--- config.mk ---
export PLATFORM = sky130hd
export DESIGN_NAME = virtual_input_sequencer
export DESIGN_NICKNAME = d
export VERILOG_FILES = /design/src/rtl/virtual_input_sequencer.sv
export SDC_FILE = /design/constraint.sdc
export NUM_CORES = 1
export LEC_CHECK = 0
export BUFFER_PORTS_ARGS = -buffer_cell sky130_fd_sc_hd__buf_2
export CAP_MARGIN = 40
export CELL_PAD_IN_SITES_DETAIL_PLACEMENT = 1
export CELL_PAD_IN_SITES_GLOBAL_PLACEMENT = 1
export CORE_MARGIN = 5
export CORE_UTILIZATION = 50
export CTS_CLUSTER_SIZE = 20
export DETAILED_ROUTE_END_ITERATION = 7
export PLACE_DENSITY_LB_ADDON = 0.25
export SYNTH_ARGS = -nofsm -noshare
export SYNTH_HDL_FRONTEND = slang
export SYNTH_SLANG_ARGS = --single-unit
--- constraint.sdc ---
create_clock -name clk -period 5.4 [get_ports clk]
set_input_delay 1.08 -clock clk [delete_from_list [all_inputs] [get_ports clk]]
set_output_delay 1.08 -clock clk [all_outputs]
set_load 0.02 [all_outputs]
--- src/rtl/virtual_input_sequencer.sv ---
// Command scheduler for the virtual button/switch decoder: buffers host command
// bytes and turns each into setup / strobe-high / gap-low sequences on number+control.
module virtual_input_sequencer #(
   parameter int FIFO_DEPTH = 4,
   parameter int PULSE_LEN  = 4,
   parameter int GAP_LEN    = 4,
   parameter int HOLD_LEN   = 1000
) (
   input  logic        clk,
   input  logic        reset,
   input  logic [7:0]  cmd_data,
   input  logic        cmd_valid,
   output logic        cmd_ready,
   output logic [3:0]  number,
   output logic        control,
   output logic        busy,
   output logic [15:0] mirror,
   output logic [7:0]  err_count
);

   localparam int AW = $clog2(FIFO_DEPTH);
   localparam int TW = 16;
   localparam logic [AW:0]  FULL_COUNT    = (AW + 1)'(FIFO_DEPTH);
   localparam logic [15:0]  DEFAULT_STATE = 16'h000F;

   typedef enum logic [2:0] {
      S_IDLE, S_DECODE, S_SETUP, S_STROBE, S_GAP, S_HOLD, S_SCAN
   } state_e;

   typedef enum logic [1:0] {
      OP_TOGGLE = 2'b00, OP_PULSE = 2'b01, OP_CLEAR = 2'b10, OP_INVALID = 2'b11
   } opcode_e;

   typedef struct packed {
      opcode_e    op;
      logic [3:0] idx;
   } cmd_t;

   // Bits [5:4] of a command byte are reserved and never stored.
   logic unused_reserved_bits;
   assign unused_reserved_bits = ^cmd_data[5:4];

   cmd_t          fifo_mem [FIFO_DEPTH];
   logic [AW-1:0] wr_ptr, rd_ptr;
   logic [AW:0]   fifo_count, fifo_count_next;
   logic          push, pop;

   state_e        state, state_next;
   cmd_t          cmd_q;
   opcode_e       op_q, op_next;
   logic          second_q, second_next;
   logic [TW-1:0] timer, timer_next;
   logic [3:0]    scan_idx, scan_next;
   logic [3:0]    number_next;
   logic [15:0]   mirror_next;
   logic [7:0]    err_next;

   assign push = cmd_valid && cmd_ready;
   assign busy = (state != S_IDLE) || (fifo_count != '0);

   always_comb begin
      fifo_count_next = fifo_count;
      if (push && !pop)      fifo_count_next = fifo_count + (AW + 1)'(1);
      else if (!push && pop) fifo_count_next = fifo_count - (AW + 1)'(1);
   end

   // NOTE: non-blocking assignments in clocked blocks so every register samples pre-edge values.
   always_ff @(posedge clk) begin
      if (reset) begin
         wr_ptr     <= '0;
         rd_ptr     <= '0;
         fifo_count <= '0;
         cmd_ready  <= 1'b0;
      end else begin
         if (push) wr_ptr <= wr_ptr + AW'(1);
         if (pop)  rd_ptr <= rd_ptr + AW'(1);
         fifo_count <= fifo_count_next;
         cmd_ready  <= (fifo_count_next != FULL_COUNT);
      end
   end

   // NOTE: the storage array has no reset; flushing the pointers is enough to empty it.
   always_ff @(posedge clk) begin
      if (push) fifo_mem[wr_ptr] <= cmd_t'({cmd_data[7:6], cmd_data[3:0]});
   end

   // NOTE: every output of this block gets a default first, so no path can infer a latch.
   always_comb begin
      state_next  = state;
      number_next = number;
      mirror_next = mirror;
      timer_next  = timer;
      scan_next   = scan_idx;
      op_next     = op_q;
      second_next = second_q;
      err_next    = err_count;
      pop         = 1'b0;
      unique case (state)
         S_IDLE: begin
            if (fifo_count != '0) begin
               pop        = 1'b1;
               state_next = S_DECODE;
            end
         end
         S_DECODE: begin
            op_next = cmd_q.op;
            unique case (cmd_q.op)
               OP_TOGGLE, OP_PULSE: begin
                  number_next = cmd_q.idx;
                  second_next = 1'b0;
                  state_next  = S_SETUP;
               end
               OP_CLEAR: begin
                  scan_next  = '0;
                  state_next = S_SCAN;
               end
               OP_INVALID: begin
                  if (err_count != 8'hFF) err_next = err_count + 8'd1;
                  state_next = S_IDLE;
               end
            endcase
         end
         S_SETUP: begin
            // The mirror flips together with the rising edge the decoder will see.
            mirror_next[number] = ~mirror[number];
            timer_next          = TW'(PULSE_LEN - 1);
            state_next          = S_STROBE;
         end
         S_STROBE: begin
            if (timer == '0) begin
               timer_next = TW'(GAP_LEN - 1);
               state_next = S_GAP;
            end else begin
               timer_next = timer - TW'(1);
            end
         end
         S_GAP: begin
            if (timer != '0) begin
               timer_next = timer - TW'(1);
            end else if (op_q == OP_PULSE && !second_q) begin
               second_next = 1'b1;
               timer_next  = TW'(HOLD_LEN - 1);
               state_next  = S_HOLD;
            end else if (op_q == OP_CLEAR && scan_idx != 4'hF) begin
               scan_next  = scan_idx + 4'd1;
               state_next = S_SCAN;
            end else begin
               state_next = S_IDLE;
            end
         end
         S_HOLD: begin
            if (timer == '0) state_next = S_SETUP;
            else             timer_next = timer - TW'(1);
         end
         S_SCAN: begin
            if (mirror[scan_idx] != DEFAULT_STATE[scan_idx]) begin
               number_next = scan_idx;
               state_next  = S_SETUP;
            end else if (scan_idx == 4'hF) begin
               state_next = S_IDLE;
            end else begin
               scan_next = scan_idx + 4'd1;
            end
         end
         default: state_next = S_IDLE;
      endcase
   end

   always_ff @(posedge clk) begin
      if (reset) begin
         state     <= S_IDLE;
         cmd_q     <= '0;
         op_q      <= OP_TOGGLE;
         second_q  <= 1'b0;
         timer     <= '0;
         scan_idx  <= '0;
         number    <= '0;
         control   <= 1'b0;
         mirror    <= DEFAULT_STATE;
         err_count <= '0;
      end else begin
         if (pop) cmd_q <= fifo_mem[rd_ptr];
         state     <= state_next;
         op_q      <= op_next;
         second_q  <= second_next;
         timer     <= timer_next;
         scan_idx  <= scan_next;
         number    <= number_next;
         // Registered so the decoder never sees a decode glitch on its edge-sensitive input.
         control   <= (state_next == S_STROBE);
         mirror    <= mirror_next;
         err_count <= err_next;
      end
   end

endmodule

After elaboration in Yosys (flattened, before gate mapping). Memory sizes are Yosys's and may differ from the RTL's. A register that Yosys moved wholly into a read port is not among the register bits. Cells that the tools add are included.

Add/sub/neg operators: 7. Magnitude comparators: 3. Equality and inequality tests: 28. Muxes and demuxes: 45. Bitwise operators: 1. Reductions and logical operators: 26.

Operators by type and width (number): 16-bit 2-to-1 mux (4); 16-bit case mux with 4 select lines (1); 4-bit 2-to-1 mux (10); 3-bit 2-to-1 mux (10); 3-bit case mux with 7 select lines (1); 16-bit bitwise mux (1); 16-bit logical NOT (1); 2-bit != test, second input constant (8); 16-bit nonzero test (1); 16-bit by 1-bit subtractor with 16-bit output, second input constant (1); 4-bit case mux with 3 select lines (1); 1-bit 2-to-1 mux (11); 4-bit by 5-bit < comparator with 1-bit output, second input constant (2); 3-bit by 2-bit == test with 1-bit output, second input constant (3); 3-bit == test, second input constant (3); 3-bit case mux with 3 select lines (1); 3-bit AND reduction (3); 3-bit nonzero test (3); 8-bit by 1-bit adder with 8-bit output, second input constant (1); 1-bit binary-select mux with 4-bit select (2); 8-bit != test, second input constant (1); 4-bit case mux with 2 select lines (1); 7-bit AND reduction (1); 2-bit == test, second input constant (3); other kinds (24) (36).

Bits in registers: 63. Bits in writable memories: 24. Memory bits (read-only): 16. Bits of input ports: 11. Output and inout bits: 31. Logic and storage cells: 125. Memories kept: 2.

Memories: fifo_mem (depth 4, width 6, read ports 1, clocked after memory_dff 1, wr ports 1, line 43) `cmd_t fifo_mem [FIFO_DEPTH];`; (name not given) (depth 16, width 1, read ports 1, clocked after memory_dff 1, wr ports 0, line 156) `if (mirror[scan_idx] != DEFAULT_STATE[scan_idx]) begin`.

Depth between registers and ports, before layout.
Word-level depth: 8. Gate-level depth with buffers: 9. Gate-level depth less buffers: 8.

Worst setup path after synthesis. No wires, ideal clock.

Path kind: register to register. From: reg number[0]. To: reg mirror[5]. Library setup time: 70 ps. Arrival: 2295 ps. Setup slack: 3034 ps. Stages on the path, launching flop included: 8. Buffers on the path: 2. Period minus slack after synthesis: 2366 ps. Path through: dfxtp_1 -> clkbuf_1 -> mux4_2 -> mux2_2 -> o21ai_1 -> buf_2 -> nand3_1 -> a21oi_1.

Longest elaborated chain between the ends: 5. Elaborated cells on any way between the ends: 9.

Ends and longest elaborated chain: start, declared (line 14) `output logic [3:0] number,`; start signal, assigned (line 188) `number <= number_next;`; 4-bit by 5-bit < comparator with 1-bit output (not written as such) / 4-bit by 1-bit greater-or-equal comparator with 1-bit output (equally long branches) (line 125) `mirror_next[number] = ~mirror[number];`; 1-bit logical AND (not written as such) (line 125); 1-bit 2-to-1 mux (not written as such) (line 125); 1-bit demux with 4-bit select (line 125); 16-bit bitwise mux (*) (line 125); end signal, assigned (line 191) `mirror <= mirror_next;`; end, declared (line 17) `output logic [15:0] mirror,`.

Every way passes the cells marked *; elsewhere a longest branch is shown, timed or not. The select of a mux whose other input is x is not followed. A chain may end at the register's enable or synchronous reset.

Worst setup path after layout.
From: reg scan_idx[2]. To: reg number[3].

Longest elaborated chain between the ends: 5.

Ends and longest elaborated chain: start, declared (line 53) `logic [3:0] scan_idx, scan_next;`; start signal, assigned (line 187) `scan_idx <= scan_next;`; 1-bit binary-select mux with 4-bit select (line 156); 1-bit 2-to-1 mux (not written as such) (line 156); 1-bit != test (line 156); 2-bit != test (no line); 3-bit AND reduction (no line).

Every way passes these cells. The select of a mux whose other input is x is not followed.

==> results by group <==
Critical path
  • Crit start category: flop
  • Worst path arrival time: 3.04 ns
  • Cells along the critical path: mux2i_1, mux4_2, mux2i_1, xor2_1, a31oi_1, mux2_2
  • Max stage delay cell, worst path: dfxtp_1
  • Most frequent CP cell: mux2i_1
  • WS Path Type: reg -> reg
  • WP data required: 5.66 ns
  • Crit end category: flop
  • Crit path max fanout: 15
  • Max incr delay on CP: 0.81 ns

STA
  • Final worst slack: 2.62 ns
  • Max Fclk: 0.360 GHz
  • # setup viols final: 0
  • Tightest Pin Transition: 0.867 ns
  • Final Max Tran Viols: 0
  • Final Hold Vio Count: 0
  • Skew final: 0.0107 ns
  • Period utilization: 0.515
  • Relative slew slack: 0.421
  • RSZ-0062 raised after global routing: no
  • Setup TNS: 0 ns
  • Min Tclk post-route: 2.78 ns

CTS
  • Root Buffer: clkbuf_8
  • CTS resizes: 0
  • Worst-Skew Late Latency: 0.37 ns
  • Postcts setup bufs: 0
  • CTS tree: done
  • CTS Buffer Depth: 2
  • Num CTS Buffers: 9
  • Clock sinks: 94
  • Hold-fix buffers, CTS: 0
  • Total number of H-tree levels: 3
  • Clock Pin Slew Worst Setup and Hold Paths: 0.10 ns

Cells and area
  • Antenna diodes: 0
  • Design Area, Final: 5230 um2
  • Layout cells sized above 1: 0.170
  • Final net count: 545
  • Fin util: 0.563
  • Layout area overhead: 9.72%

Yosys
  • Yosys reg bits: 94
  • Top FF cell, synth: dfxtp_1
  • Yosys warns: 0
  • Post-synth ARST share: 0
  • Part of the Yosys area used for sequential elements: 0.446
  • Unique masters post-synth: 61
  • Post-Synthesis Cells: 499
  • EDFF count, synth: 24
  • Syn_area_per_cell: 9.54 um2
  • Synthesized Nets: 521
  • Cell Area, Synth: 4760 um2

Pwr
  • Lkg Pwr: 1.89 nW
  • Total power: 2.73 mW
  • VDD IR-drop max: 0.281 mV
  • Power Density: 523 nW/um2

Die
  • Number of I/O pins: 42
  • Core Region: 9280 um2
  • Row count: 35
  • Width of the die: 108 um
  • Starting Density: 0.513
  • Die height: 108 um
  • Die area: 11,600 um2

Drt
  • Antenna Violating Nets Remaining: 0
  • DRC: 0
  • Vias: 3,832
  • Iter 0 DRT Violations: 162
  • Routed WL per cell: 17.2 um
  • DRT Wirelength: 11,300 um
  • Vias per cell: 5.83
  • 1st-pass router iterations: 4

Global routing
  • Remaining Overflow, GRT: 0
  • Largest net degree at the start of global routing: 50
  • GRT Overall Usage: 0.206
  • Most used routing layer in global routing: met2
  • Initial antenna violation count: 0
  • Grt met3 use: 0.0402
  • Met1 Track Usage GR: 0.261
  • GR Util met2: 0.353
  • First-pass GRT wire length: 19,200 um
  • Number of global-route vias before repair: 3,980

Placed design
  • Final GP Congestion: 0.801
  • Dpl cell area: 5000 um2
  • DP Wirelength: 8090 um
  • Setup WS pre-CTS: 2.67 ns
  • Port Buf Inserts: 39

Min path
  • Worst hold path class: reg -> reg

Run
  • Max-Cap Viols: 0

Run status
  • Status: complete, no violations
==> metal layers <==
layer | routed length [um] | part of all wire
met1 | 5180 | 0.46
met4 | 176 | 0.016
met3 | 283 | 0.025
met2 | 5660 | 0.50
met5 | 0 | 0
==> sequential cells by signal, summed over array words and instances, names as in the netlist, named ones only <==
name / count
second_q: 1
err_count: 8
wr_ptr: 2
cmd_q: 6
scan_idx: 4
cmd_ready: 1
op_q: 2
rd_ptr: 2
control: 1
timer: 16
state: 3
number: 4
mirror: 16
fifo_mem: 24
fifo_count: 3
==> worst max-delay path: cells and delay by family, from the launching register on <==
kind,cells,cell delay (ns)
AO/OA/AOI/OAI,1,0.42
multiplexers,4,1.29
XOR/XNOR,1,0.14
flip-flops,1,0.81
==> Yosys cell counts (all sizes together) (5+ instances only) <==
library cell / number / area, um2
xor2: 8 / 70.1
nand3: 13 / 65.1
nand4: 8 / 50.1
a21oi: 35 / 179
nor2: 49 / 184
xnor2: 13 / 114
and3: 5 / 31.3
clkbuf: 19 / 71.3
nand2: 51 / 199
a221oi: 5 / 43.8
edfxtp: 24 / 721
mux2: 5 / 56.3
nand2b: 7 / 43.8
dfxtp: 70 / 1400
o21ai: 22 / 110
nor3: 26 / 140
or3: 7 / 48.8
nor2b: 12 / 75.1
mux2i: 18 / 180
a31oi: 10 / 62.6
mux4: 12 / 270
inv: 12 / 45.0
ha: 11 / 138
a2111oi: 5 / 43.8
buf: 11 / 66.3
==> where the power goes <==
group          total [mW]  leakage [nW]  switching, mW  internal [mW]
logic                1.21         0.990          0.765          0.447
registers            1.01         0.786          0.160          0.850
clock network       0.513         0.112          0.283          0.231
==> final cells by class <==
cell class | instances | area (um2)
multi-input cells | 363 | 2460
clock inverters | 7 | 92.6
inverters | 12 | 45.0
well taps | 129 | 161
fillers | 1091 | 4060
clock buffers | 9 | 124
repair buffers | 43 | 223
flip-flops and latches | 94 | 2120
==> cell usage in the layout (no fill, tap or decap), types with 9 or more instances in the layout <==
cell	count
a21oi_1	34
a31oi_1	10
buf_2	40
clkbuf_8	9
dfxtp_1	70
edfxtp_1	24
ha_1	11
inv_1	12
mux2i_1	18
mux4_2	12
nand2_1	50
nand3_1	13
nor2_1	49
nor2b_1	12
nor3_1	24
o21ai_0	19
xnor2_1	13
==> path summary, 6_finish.rpt <==
| kind | cells after the start | slack, ns | start | endpoint |
|---|---|---|---|---|
| worst min-delay path | 2 | 0.46 | cmd_q[3] | cmd_q[3] |
| worst max-delay path | 6 | 2.62 | scan_idx[2] | number[3] |
| worst max register to register | 6 | 2.62 | scan_idx[2] | number[3] |
| worst min register to register | 2 | 0.46 | cmd_q[3] | cmd_q[3] |
==> per-stage QoR <==
step	instances	hold WS, ns
after floorplan	499	0.436
after global routing	657	0.481
final	657	0.462
after global placement	638	0.449
after detailed placement	640	0.450
after CTS	656	0.465
==> cells by family (layout without fill, tap and decap cells) <==
kind of cell / Yosys count / count (layout) / synth area share
adder cells (fa/ha/maj): 12 / 12 / 0.0310
XOR/XNOR: 21 / 21 / 0.0386
AND/OR/NAND/NOR: 194 / 194 / 0.204
buffers and inverters: 42 / 71 / 0.0384
AO/OA/AOI/OAI: 101 / 101 / 0.136
multiplexers: 35 / 35 / 0.106
flip-flops: 94 / 94 / 0.446
Note: power is estimated with default switching activity, not from simulation.
